--- src/rtl/register_write_arbiter_pkg.sv ---
// Shared definitions for the round-robin register write arbiter:
// index-width helper and the reset constants used by the arbiter state.
package register_write_arbiter_pkg;

    // Ceiling log2 with a floor of 1 so a 1-bit index is always available.
    function automatic int clog2(input int n);
        int r;
        r = 1;
        for (int i = 1; i < 31; i++) begin
            if ((1 << r) < n) r = i + 1;
        end
        return r;
    endfunction

    localparam logic RST_DATA_BIT = 1'b0;
    localparam logic RST_GNT_BIT  = 1'b0;
    localparam logic RST_VALID    = 1'b0;
    localparam int   RST_IDX      = 0;

endpackage : register_write_arbiter_pkg

--- src/rtl/register_write_arbiter_if.sv ---
// Requester-side bus of the shared-register arbiter: level requests with
// flattened data in, grant pulse, register contents and owner back out.
interface register_write_arbiter_if
    import register_write_arbiter_pkg::*;
#(
    parameter int WIDTH   = 4,
    parameter int NUM_REQ = 4,
    parameter int IDX_W   = clog2(NUM_REQ)
);
    logic [NUM_REQ-1:0]       req;
    logic [NUM_REQ*WIDTH-1:0] wr_data;
    logic [NUM_REQ-1:0]       gnt;
    logic [WIDTH-1:0]         q_out;
    logic [IDX_W-1:0]         owner;
    logic                     valid;

    modport master (
        output req, wr_data,
        input  gnt, q_out, owner, valid
    );

    modport slave (
        input  req, wr_data,
        output gnt, q_out, owner, valid
    );
endinterface : register_write_arbiter_if

--- src/rtl/register_load_and_reset.sv ---
// Loadable register with asynchronous active-low clear; holds its value
// whenever load is low.
module register_load_and_reset #(
    parameter int WIDTH = 4
) (
    input  logic             clk,
    input  logic             reset_n,
    input  logic             load,
    input  logic [WIDTH-1:0] data_in,
    output logic [WIDTH-1:0] q
);
    always_ff @(posedge clk or negedge reset_n) begin
        if (!reset_n) begin
            q <= {WIDTH{1'b0}};
        end else if (load) begin
            q <= data_in;
        end
    end
endmodule : register_load_and_reset

--- src/rtl/register_write_arbiter.sv ---
// Round-robin arbiter that lets NUM_REQ producers share one loadable register,
// returning a one-cycle grant to the winner and tracking the last writer.
module register_write_arbiter
    import register_write_arbiter_pkg::*;
#(
    parameter int WIDTH   = 4,
    parameter int NUM_REQ = 4,
    parameter int IDX_W   = clog2(NUM_REQ)
) (
    input  logic                    clk,
    input  logic                    reset_n,
    register_write_arbiter_if.slave bus
);
    logic [NUM_REQ-1:0] eff_req;
    logic [NUM_REQ-1:0] gnt_oh;
    logic [NUM_REQ-1:0] gnt_q;
    logic [IDX_W-1:0]   ptr;
    logic [IDX_W-1:0]   winner;
    logic [IDX_W-1:0]   owner_q;
    logic               found;
    logic               valid_q;
    logic [WIDTH-1:0]   data_sel;
    logic [IDX_W:0]     scan;

    // The last winner is masked for one cycle so it can drop req in its
    // grant cycle without being written twice.
    assign eff_req = bus.req & ~gnt_q;

    always_comb begin
        found  = 1'b0;
        winner = '0;
        scan   = '0;
        for (int k = 0; k < NUM_REQ; k++) begin
            scan = {1'b0, ptr} + (IDX_W+1)'(k);
            if (scan >= (IDX_W+1)'(NUM_REQ)) scan = scan - (IDX_W+1)'(NUM_REQ);
            if (!found && eff_req[scan[IDX_W-1:0]]) begin
                found  = 1'b1;
                winner = scan[IDX_W-1:0];
            end
        end
    end

    always_comb begin
        gnt_oh   = '0;
        data_sel = '0;
        for (int i = 0; i < NUM_REQ; i++) begin
            if (winner == IDX_W'(i)) begin
                gnt_oh[i] = found;
                data_sel  = bus.wr_data[i*WIDTH +: WIDTH];
            end
        end
    end

    // Grant, owner, valid and pointer update on the same edge as the write.
    always_ff @(posedge clk or negedge reset_n) begin
        if (!reset_n) begin
            gnt_q   <= {NUM_REQ{RST_GNT_BIT}};
            owner_q <= IDX_W'(RST_IDX);
            valid_q <= RST_VALID;
            ptr     <= IDX_W'(RST_IDX);
        end else if (found) begin
            gnt_q   <= gnt_oh;
            owner_q <= winner;
            valid_q <= 1'b1;
            ptr     <= (winner == IDX_W'(NUM_REQ-1)) ? '0 : winner + 1'b1;
        end else begin
            gnt_q   <= {NUM_REQ{RST_GNT_BIT}};
        end
    end

    register_load_and_reset #(
        .WIDTH (WIDTH)
    ) u_shared_reg (
        .clk     (clk),
        .reset_n (reset_n),
        .load    (found),
        .data_in (data_sel),
        .q       (bus.q_out)
    );

    assign bus.gnt   = gnt_q;
    assign bus.owner = owner_q;
    assign bus.valid = valid_q;
endmodule : register_write_arbiter

--- src/flat_wrapper.sv ---
// flat-port wrapper written by rule: the top's interface ports become plain ports
module register_write_arbiter_flat import register_write_arbiter_pkg::*;
#(
    parameter int WIDTH   = 4,
    parameter int NUM_REQ = 4,
    parameter int IDX_W   = clog2(NUM_REQ)
)
  (clk, reset_n, bus_req, bus_wr_data, bus_gnt, bus_q_out, bus_owner, bus_valid);
  register_write_arbiter_if #(.WIDTH(WIDTH), .NUM_REQ(NUM_REQ), .IDX_W(IDX_W)) bus_i ();
  input  logic clk;
  input  logic reset_n;
  input wire logic [$bits(bus_i.req)-1:0] bus_req;
  input wire logic [$bits(bus_i.wr_data)-1:0] bus_wr_data;
  output wire logic [$bits(bus_i.gnt)-1:0] bus_gnt;
  output wire logic [$bits(bus_i.q_out)-1:0] bus_q_out;
  output wire logic [$bits(bus_i.owner)-1:0] bus_owner;
  output wire logic [$bits(bus_i.valid)-1:0] bus_valid;
  assign bus_i.req = bus_req;
  assign bus_i.wr_data = bus_wr_data;
  assign bus_gnt = bus_i.gnt;
  assign bus_q_out = bus_i.q_out;
  assign bus_owner = bus_i.owner;
  assign bus_valid = bus_i.valid;
  register_write_arbiter #(.WIDTH(WIDTH), .NUM_REQ(NUM_REQ), .IDX_W(IDX_W)) u_core (.clk(clk), .reset_n(reset_n), .bus(bus_i));
endmodule
--- config.mk ---
export PLATFORM = sky130hd
export DESIGN_NAME = register_write_arbiter_flat
export DESIGN_NICKNAME = d
export VERILOG_FILES = /design/src/rtl/register_write_arbiter_pkg.sv /design/src/rtl/register_write_arbiter_if.sv /design/src/rtl/register_load_and_reset.sv /design/src/rtl/register_write_arbiter.sv /design/src/flat_wrapper.sv
export SDC_FILE = /design/constraint.sdc
export NUM_CORES = 1
export LEC_CHECK = 0
export ABC_AREA = 1
export CAP_MARGIN = 0
export CELL_PAD_IN_SITES_DETAIL_PLACEMENT = 0
export CELL_PAD_IN_SITES_GLOBAL_PLACEMENT = 2
export CORE_MARGIN = 2
export CORE_UTILIZATION = 26
export CTS_BUF_LIST = sky130_fd_sc_hd__clkbuf_4
export CTS_CLUSTER_DIAMETER = 60
export DETAILED_ROUTE_END_ITERATION = 7
export GPL_TIMING_DRIVEN = 0
export PLACE_DENSITY = 0.88
export SYNTH_ARGS = -nofsm -noshare
export SYNTH_HDL_FRONTEND = slang
export SYNTH_SLANG_ARGS = --single-unit
--- constraint.sdc ---
create_clock -name clk -period 4.5 [get_ports clk]
set_input_delay 0.9 -clock clk [delete_from_list [all_inputs] [get_ports clk]]
set_output_delay 0.9 -clock clk [all_outputs]
set_load 0.01 [all_outputs]
## After elaboration in Yosys (flattened, before gate mapping)

Cells that the tools add are included.

| cells by class | value |
|---|---|
| $add $sub $neg | 8 |
| multipliers | 0 |
| div/mod/pow operators | 0 |
| magnitude comparators | 8 |
| eq/ne operators | 3 |
| shift-type cells | 0 |
| muxes and demuxes | 30 |
| bitwise gates (word level) | 2 |
| reduce and logical (&&, ||, !) cells | 7 |

Operators by type and width:

| operator | count |
|---|---|
| 4-bit 2-to-1 mux | 5 |
| 2-bit 2-to-1 mux | 9 |
| 2-bit by 3-bit less-than comparator with 1-bit output, second input constant | 4 |
| 1-bit 2-to-1 mux | 12 |
| 3-bit greater-or-equal comparator, second input constant | 3 |
| 1-bit binary-select mux with 2-bit select | 4 |
| 2-bit by 1-bit subtractor with 2-bit output, second input constant | 4 |
| 2-bit by 2-bit adder with 3-bit output, second input constant | 2 |
| 4-bit AND | 1 |
| 2-bit equality test, second input constant | 2 |
| 4-bit NOT | 1 |
| 2-bit by 1-bit adder with 3-bit output, second input constant | 1 |
| 2-bit by 3-bit greater-or-equal comparator with 1-bit output, second input constant | 1 |
| 1-bit logical AND | 3 |
| 1-bit zero test | 3 |
| 2-bit by 1-bit adder with 2-bit output, second input constant | 1 |
| 2-bit by 1-bit equality test with 1-bit output, second input constant | 1 |
| 2-bit zero test | 1 |

| word-level totals | value |
|---|---|
| register bits | 13 |
| bits in latches | 0 |
| bits in writable memories | 0 |
| ROM bits | 0 |
| input bits | 22 |
| output and inout bits | 11 |
| word-level logic and storage cells | 63 |
| memories kept | 0 |

## Depth between registers and ports, before layout

Gate-level depths: netlist of run 1.

| logic depth | value |
|---|---|
| depth in word-level cells | 19 |
| depth in mapped cells | 19 |
| mapped depth without buffers | 18 |

## Hierarchy

From an unflattened synthesis of run 1, not the netlist that was laid out.

| second synthesis, totals | value |
|---|---|
| cells, all modules | 133 |
| area total of the unflattened synthesis | 950.9 um^2 |

Modules (own cells, without submodules):

| module | times used | cells each | area an instance (um^2) | seq. area each (um^2) |
|---|---|---|---|---|
| register_write_arbiter | 1 | 116 | 802.0 | 225.2 |
| register_load_and_reset | 1 | 17 | 148.9 | 100.1 |

## Worst setup path before layout of run 1

Ideal clock, no wire load.

| timing path | value |
|---|---|
| path kind | input to register |
| start | input port bus_req[2] |
| end | register u_core.u_shared_reg.q[0] |
| library setup time | 65 ps |
| data arrival time | 2,378 ps |
| data required time | 4,435 ps |
| path slack | 2,057 ps |
| cell stages on the path | 16 |
| buffers on the path | 0 |
| cell sequence | nand3_1 nand3_2 nand2_2 nand2_1 nor2_1 nand2_1 nand2_1 inv_1 ha_1 inv_1 nand3_1 nand2_1 o21ai_0 o21ai_0 nand2_1 nand2_1 |

| on the way | value |
|---|---|
| longest elaborated chain between the ends | 18 |
| elaborated cells on any way between the ends | 31 |
| classes of those cells | eq/ne: 3; mux: 20; bitwise: 1; reduce/logical: 7 |

Ends and longest elaborated chain:

| what | line | RTL |
|---|---|---|
| from (decl) | flat_wrapper.sv:12 | `input wire logic [$bits(bus_i.req)-1:0] bus_req;` |
| 4-bit AND (*) | register_write_arbiter.sv:27 | `assign eff_req = bus.req & ~gnt_q;` |
| 1-bit binary-select mux with 2-bit select | register_write_arbiter.sv:36 | `if (!found && eff_req[scan[IDX_W-1:0]]) begin` |
| 1-bit 2-to-1 mux (not written as such) | register_write_arbiter.sv:36 |  |
| 1-bit 2-to-1 mux | register_write_arbiter.sv:36 |  |
| 1-bit zero test | register_write_arbiter.sv:36 |  |
| 1-bit logical AND | register_write_arbiter.sv:36 |  |
| 1-bit 2-to-1 mux | register_write_arbiter.sv:36 |  |
| 1-bit zero test | register_write_arbiter.sv:36 |  |
| 1-bit logical AND | register_write_arbiter.sv:36 |  |
| 1-bit 2-to-1 mux | register_write_arbiter.sv:36 |  |
| 1-bit zero test | register_write_arbiter.sv:36 |  |
| 1-bit logical AND | register_write_arbiter.sv:36 |  |
| 2-bit 2-to-1 mux (*) | register_write_arbiter.sv:36 |  |
| named net u_core.winner[1] | register_write_arbiter.sv:18 | `logic [IDX_W-1:0] winner;` |
| 2-bit zero test | register_write_arbiter.sv:47 | `if (winner == IDX_W'(i)) begin` |
| 4-bit 2-to-1 mux (3 in a row) | register_write_arbiter.sv:47 |  |
| 4-bit 2-to-1 mux (*) | register_write_arbiter.sv:47 |  |
| to (signal assigned) | register_load_and_reset.sv:14 | `q <= {WIDTH{1'b0}};` |
| to (signal assigned) | register_load_and_reset.sv:16 | `q <= data_in;` |
| to (decl) | register_load_and_reset.sv:10 | `output logic [WIDTH-1:0] q` |

Mark *: on every way through the listed nets, which the timed path passes. The rest lies on a longest branch. The select of a mux whose other input is x is not followed.
A chain may end at the register's enable or synchronous reset.

## Worst setup path in the final report of run 1

| timing path | value |
|---|---|
| start | input port bus_req[2] |
| end | register u_core.u_shared_reg.q[2] |

The elaborated chain is that of the path after synthesis.

==> results of run 1 <==
logic make-up (layout without fill, tap and decap cells):
family | count (synthesis) | after routing | share of synthesized area, %
flops | 13 | 13 | 33.9
simple gates | 84 | 84 | 43.2
compound gates | 15 | 15 | 8.09
fa+ha+maj | 4 | 4 | 5.22
buf+inv | 17 | 53 | 9.53
worst max-delay path by stage:
| stage | to | slack, ps | depth (start not counted) |
|---|---|---|---|
| 2_1_floorplan | u_core.u_shared_reg.q[0] | 2060 | 16 |
| 3_3_place_gp | u_core.u_shared_reg.q[0] | 1300 | 16 |
| 3_5_place_dp | u_core.u_shared_reg.q[2] | 1260 | 16 |
| 4_1_cts | u_core.u_shared_reg.q[2] | 1530 | 16 |
| 5_1_grt | u_core.u_shared_reg.q[0] | 1240 | 17 |
| 6_report | u_core.u_shared_reg.q[2] | 1570 | 16 |
cell usage in the layout (no fill, tap or decap):
master | netlist | final
clkinv_2 | 0 | 1
inv_4 | 2 | 2
o21ai_0 | 9 | 9
or2_1 | 1 | 1
inv_8 | 1 | 1
inv_1 | 11 | 11
nand3_2 | 6 | 6
clkdlybuf4s50_1 | 0 | 32
buf_6 | 2 | 2
clkbuf_4 | 0 | 3
a21oi_1 | 5 | 5
a21boi_0 | 1 | 1
buf_1 | 1 | 1
nand4_4 | 1 | 1
nand2_2 | 6 | 6
nand2_1 | 45 | 45
nand4_1 | 1 | 1
ha_1 | 4 | 4
nand3_1 | 19 | 19
nor2_1 | 5 | 5
dfrtp_1 | 13 | 13
cell type report:
cell class              instances  area (um^2)
clock buffers                   3         22.5
well taps                      48         60.1
multi-input cells             103          542
repair buffers                 32          320
plain buffers                   3         26.3
fillers                       402         2240
flip-flops and latches         13          325
clock inverters                 1         5.00
inverters                      14         65.1
registers in the layout, summed over array words and instances, names as in the netlist:
register,count
u_core.bus.gnt,4
u_core.bus.owner,2
u_core.bus.valid,1
u_core.ptr,2
u_core.u_shared_reg.q,4
per-stage QoR:
step,setup slack [ps],utilization (%)
after floorplan,2060,-
after global routing,1240,37.9
after global placement,1300,37.1
after CTS,1530,37.9
after detailed placement,1260,37.1
final,1570,37.9
power breakdown:
part	internal (mW)	switching, mW	total, mW	leakage, nW
clock network	0.0330	0.0402	0.0732	0.0177
logic	0.373	0.577	0.950	0.475
registers	0.181	0.0259	0.207	0.158
total	0.587	0.643	1.23	0.651
layer usage:
metal | up-vias | wire length, um | GRT usage, %
met4 | 0 | 49 | 6.38
met1 | 450 | 1030 | 13.8
met5 | - | 0 | 0
met2 | 26 | 1230 | 23.5
li1 | 502 | - | -
met3 | 5 | 85 | 1.39
==> summary.md, run 1 <==
| Metric | Value |
|---|---|
| P&R area growth vs syn | `42.6%` |
| Total wire length | `2400 um` |
| H-tree depth | `1` |
| Min-Delay Path Depth | `1` |
| Initial Util | `26.6%` |
| Achievable frequency | `approximately 0.34 GHz` |
| Syn Inst Count | `between 100 and 150` |
| Clock skew | `around 5.4 ps` |
| IO buf count | `32` |
| EDFF count, synth | `0` |
| Clk Latency, worst-skew pair | `about 280 ps` |
| Total track usage | `about an eighth` |
| First-pass GRT wire length | `just over 4000 um` |
| Worst-case clock buffer depth | `2` |
| Nets@finish | `196` |
| Antenna Cells | `0` |
| Worst-Margin Slew | `around 580 ps` |
| Max Cap Viol | `0` |
| Placed cell area | `0.00134 mm^2` |
| Cts repair resizes | `0` |
| CP most frequent cell | `nand2_1` |
| Status | `finished clean` |
| Buffers and inverters on the worst path | `3` |
| Fin cells | `around 220` |
| Hold Path End | `u_core.bus.valid` |
| Power Total | `~1.2 mW` |
| Minimum clock period | `slightly below 3000 ps` |
| Worst hold path class | `reg2reg` |
| Static Leak | `0.651 nW` |
| Power Density | `about 900 mW/mm^2` |
| Post-synth ARST share | `100%` |
| Library cells used by synthesis | `18` |
| Setup_tns | `0 ps` |
| Critical Path Start Type | `input pin` |
| Synth cell count leaders | `45 x nand2_1, 19 x nand3_1, 13 x dfrtp_1` |
| DRC errors left | `0` |
| Arr. time, crit path | `around 3200 ps` |
| DIE WIDTH | `~65 um` |
| Drt wl/cell | `11.1 um` |
| Endpoint class of the critical path | `flip-flop` |
| Largest net degree at the start of global routing | `14` |
| Reg2reg start | `u_core.ptr[0]` |
| Postcts setup bufs | `0` |
| DRT antenna net count | `0` |
| Main synth FF type | `dfrtp_1` |
| Root Buffer | `clkbuf_4` |
| Average size of a mapped cell | `~7 um^2` |
| Core area | `0.00361 mm^2` |
| I/O pins | `33` |
| Top Family by Delay on Critical Path | `simple AND/OR/NAND/NOR gates` |
| Initial antenna violation count | `0` |
| FF-to-FF path depth | `17` |
| Synthesized flop and latch total | `13` |
| Final HPWL DP | `approximately 2000 um` |
| Period utilization | `between 60% and 70%` |
| # setup viols final | `0` |
| Final Cell Area | `about 0.0014 mm^2` |
| Peak supply drop | `between 300 and 400 uV` |
| DR vias | `983` |
| Worst hold slack | `between 400 and 500 ps` |
| Count leader, synth | `nand2_1` |
| Vias per inst | `approximately 4.5` |
| Post-synth top area share | `between 30% and 40%` |
| Critical Path, Cell by Cell | `clkdlybuf4s50_1 > nand3_1 > nand3_2 > nand2_2 > nand2_1 > nand3_1 > nand3_2 > inv_1 > ha_1 > inv_1 > nand3_1 > nand2_1 > o21ai_0 > o21ai_0 > nand2_1 > nand2_1` |
| Final Hold Vio Count | `0` |
| Worst Setup SP | `bus_req[2]` |
| Die H | `~65 um` |
| Ys Warns | `0` |
| Total CTS buffers | `3` |
| Hold wc startpoint | `u_core.bus.valid` |
| Post-Syn Area | `958 um^2` |
| Max Slew Vio Count | `0` |
| TritonCTS clock tree | `yes` |
| CP Class | `in2reg` |
| Post-Syn Nets | `159` |
| Clock Sink Count | `13` |
| Ratio of cells with drive above 1 in the final layout | `13.0%` |
| TritonRoute pass-1 iters | `4` |
| RSZ-0062 raised after global routing | `no` |
| Worst path max stage delay | `490 ps` |
| Routability cong. | `between 0.7 and 0.8` |
| Placed cells | `between 200 and 250` |
| Number of hold buffers added after cts | `0` |
| FF-to-FF End | `u_core.u_shared_reg.q[2]` |
| Std-Cell Rows | `22` |
| Die area | `about 0.0042 mm^2` |
| Clock-pin slew on the worst setup and hold paths | `roughly 90 ps` |
| CP required | `4730 ps` |
| Crit-path max FO | `5` |
| R2r setup slk | `about 2100 ps` |
| Cell taking the most area after synthesis | `dfrtp_1` |
| GRT overflow | `0` |
| Register area share after synthesis | `about a third` |
| Vias in the first global route | `988` |
| DR iter-0 viols | `23` |
| Main area contributors after synthesis | `dfrtp_1 34%, nand2_1 18%, nand3_1 9.9%` |
| Relative max-transition margin | `around 60%` |
| Slowest-stage cell, CP | `clkdlybuf4s50_1` |
(Power assumes the default switching activity.)
==> run 2: changes to the inputs <==
--- a/config.mk
+++ b/config.mk
@@ -10,12 +10,12 @@
 export CELL_PAD_IN_SITES_DETAIL_PLACEMENT = 0
 export CELL_PAD_IN_SITES_GLOBAL_PLACEMENT = 2
 export CORE_MARGIN = 2
-export CORE_UTILIZATION = 26
+export CORE_UTILIZATION = 22
 export CTS_BUF_LIST = sky130_fd_sc_hd__clkbuf_4
 export CTS_CLUSTER_DIAMETER = 60
 export DETAILED_ROUTE_END_ITERATION = 7
 export GPL_TIMING_DRIVEN = 0
-export PLACE_DENSITY = 0.88
+export PLACE_DENSITY = 0.79
 export SYNTH_ARGS = -nofsm -noshare
 export SYNTH_HDL_FRONTEND = slang
 export SYNTH_SLANG_ARGS = --single-unit
==> constraint.sdc (replaced) <==
create_clock -name clk -period 2.6 [get_ports clk]
set_input_delay 0.52 -clock clk [delete_from_list [all_inputs] [get_ports clk]]
set_output_delay 0.52 -clock clk [all_outputs]
set_load 0.01 [all_outputs]
==> run 2 against run 1 <==
Flip-flop and latch count is the same. Final cell count grew 1.4%. Clock skew shrank 4.0 ps. Worst hold slack lost 14 ps. Worst setup slack lost 1400 ps. Global-route usage shrank 1.9 points. Total power grew 87%. Wire length grew 6.3%. Sequential power grew 73%. First-iteration DRC count grew 96%. Combinational power grew 92%. Register-to-register slack lost 1800 ps. Largest power group unchanged.
==> summary.md, run 2 (synthesis gave the netlist of run 1 again) <==
| Metric | Value |
|---|---|
| Status | `finished clean` |
| Achievable frequency | `about 0.42 GHz` |
| Power Total | `2.30 mW (+87%)` |
| TritonRoute pass-1 iters | `4 (unchanged)` |
| Minimum clock period | `between 2000 and 2500 ps` |
| Commonest non-fill, non-tap cell in the layout | `nand2_1` |
| Final Cell Area | `0.00143 mm^2 (+4.5%)` |
| Placed cells | `217 (+1.9%)` |
| Total CTS buffers | `3 (unchanged)` |
| Nets@finish | `195 (-0.51%)` |
| Worst hold path class | `reg2reg` |
| Initial Util | `22.5% (-4.1 points)` |
| Net Sw Frac | `52.2% (-0.088 points)` |
| RSZ-0062 raised after global routing | `no` |
| Die H | `70.0 um (+8.2%)` |
| Final HPWL DP | `2040 um (+2.1%)` |
| Period utilization | `92.1%` |
| DR vias | `976 (-0.71%)` |
| Hold wc startpoint | `u_core.bus.valid` |
| Die area | `0.00490 mm^2 (+17%)` |
| CP Class | `in2reg` |
| Flop pwr share | `15.6% (-1.2 points)` |
| Critical Path Start Type | `input pin` |
| TritonCTS clock tree | `yes` |
| Vias in the first global route | `946 (-4.3%)` |
| Peak supply drop | `485 uV (+48%)` |
| Clk Latency, worst-skew pair | `270 ps (about the same)` |
| Largest net degree at the start of global routing | `14 (unchanged)` |
| Net switching power | `1.20 mW (+87%)` |
| Placed cell area | `0.00134 mm^2 (+0.37%)` |
| Antenna Cells | `0 (unchanged)` |
| Number of hold buffers added after cts | `0 (unchanged)` |
| GRT overflow | `0 (unchanged)` |
| Worst-Margin Slew | `583 ps (+5.42 ps)` |
| Gate power share | `79.1% (+1.9 points)` |
| Final Hold Vio Count | `0 (unchanged)` |
| Crit-path max FO | `5 (unchanged)` |
| Endpoint class of the critical path | `flip-flop` |
| Final WS setup | `206 ps (-1370 ps)` |
| Max Slew Vio Count | `0 (unchanged)` |
| Clock-pin slew on the worst setup and hold paths | `80 ps (about the same)` |
| DRT antenna net count | `0 (unchanged)` |
| I/O pins | `33 (unchanged)` |
| Ratio of cells with drive above 1 in the final layout | `17.9% (+4.8 points)` |
| Total track usage | `10.6% (-1.9 points)` |
| # setup viols final | `0 (unchanged)` |
| Worst hold slack | `465 ps (-13.8 ps)` |
| Worst-case clock buffer depth | `2 (unchanged)` |
| Arr. time, crit path | `2610 ps (-540 ps)` |
| Clock skew | `1.34 ps (-4.02 ps)` |
| DIE WIDTH | `70.0 um (+8.2%)` |
| DR iter-0 viols | `45 (+96%)` |
| P&R area growth vs syn | `49.0%` |
| Std-Cell Rows | `24 (+9.1%)` |
| H-tree depth | `1 (unchanged)` |
| Power Density | `1610 mW/mm^2 (+79%)` |
| Worst Setup SP | `bus_req[2]` |
| Relative max-transition margin | `61.0% (-0.36 points)` |
| Dpl ws | `-263 ps (-1520 ps)` |
| IO buf count | `32 (unchanged)` |
| Clock Sink Count | `13 (unchanged)` |
| Core area | `0.00426 mm^2 (+18%)` |
| Reg2reg start | `u_core.ptr[1]` |
| Most frequent cells in the layout | `43 x nand2_1, 31 x clkdlybuf4s50_1, 16 x nand3_1` |
| Initial antenna violation count | `0 (unchanged)` |
| Clock share of power | `5.3% (-0.7 points)` |
| First-pass GRT wire length | `4200 um (+2.2%)` |
| Static Leak | `0.666 nW (+2.3%)` |
| Drt wl/cell | `11.6 um (+4.8%)` |
| Vias per inst | `4.44 (-2.1%)` |
| Internal power | `1.10 mW (+87%)` |
| Total wire length | `2550 um (+6.3%)` |
| CP required | `2820 ps (-1910 ps)` |
| Routability cong. | `0.761 (-2.5%)` |
| DRC errors left | `0 (unchanged)` |
| Max Cap Viol | `0 (unchanged)` |
| Fillcell total | `466 (+16%)` |
| Root Buffer | `clkbuf_4` |
| Fin cells | `220 (+1.4%)` |
[run 2: area by class of cell]
type	instances	area, um^2	share of cell area [%]
Clock buffer	3	22.5	1.58
Multi-Input combinational cell	103	599	42.0
Tap cell	52	65.1	4.56
Buffer	2	22.5	1.58
Sequential cell	13	325	22.8
Inverter	14	65.1	4.56
Clock inverter	1	5.00	0.351
Timing Repair Buffer	32	323	22.6
[run 2: worst paths after layout]
| check | end | slack (ps) | cells past startpoint |
|---|---|---|---|
| setup / recovery | u_core.u_shared_reg.q[3] | 210 | 16 |
| hold / removal | u_core.bus.valid | 470 | 1 |
| setup reg to reg | u_core.u_shared_reg.q[3] | 330 | 17 |
| hold reg to reg | u_core.bus.valid | 470 | 1 |
| max in group asynchronous | u_core.bus.owner[1] | 1610 | 1 |
| min in group asynchronous | u_core.u_shared_reg.q[2] | 610 | 1 |
[run 2: through the flow]
step / util, % / TNS (ps)
after floorplan: - / 0
after global placement: 31.5 / -781
after detailed placement: 31.5 / -996
after CTS: 32.2 / 0
after global routing: 33.5 / 0
final: 33.5 / 0
[run 2: critical path, cell delays in order]
cell and delay, ps:
clkdlybuf4s50_1 520, nand3_2 140, nand3_2 120, nand2_4 80
nand2_1 90, nand3_1 130, nand3_4 150, inv_1 90
ha_4 190, inv_2 80, nand3_1 70, nand2_1 60
o21ai_0 70, o21ai_0 160, nand2_1 70, nand2_1 60
[run 2: per-layer routing]
metal  global-route usage, %  share of wire, %  vias up
met2                    18.1                51       26
met3                    1.59               5.3        2
met1                    13.0                42      447
li1                        -                 -      501
met4                    5.13               1.1        0
met5                       0                 0        -
[run 2: repair_timing]
item / in CTS / in global routing
resized for setup: 0 / 15
endpoints found under the setup margin: 0 / 4
buffers inserted: 0 / 0
[run 2: power groups by stage]
stage | logic [mW] | clock network, mW | registers [mW]
after CTS | 1.68 | 0.132 | 0.360
after global placement | 1.66 | 0 | 0.359
final | 1.82 | 0.122 | 0.359
after floorplan | 1.18 | 0 | 0.390
after detailed placement | 1.68 | 0 | 0.364
after global routing | 2.07 | 0.147 | 0.371
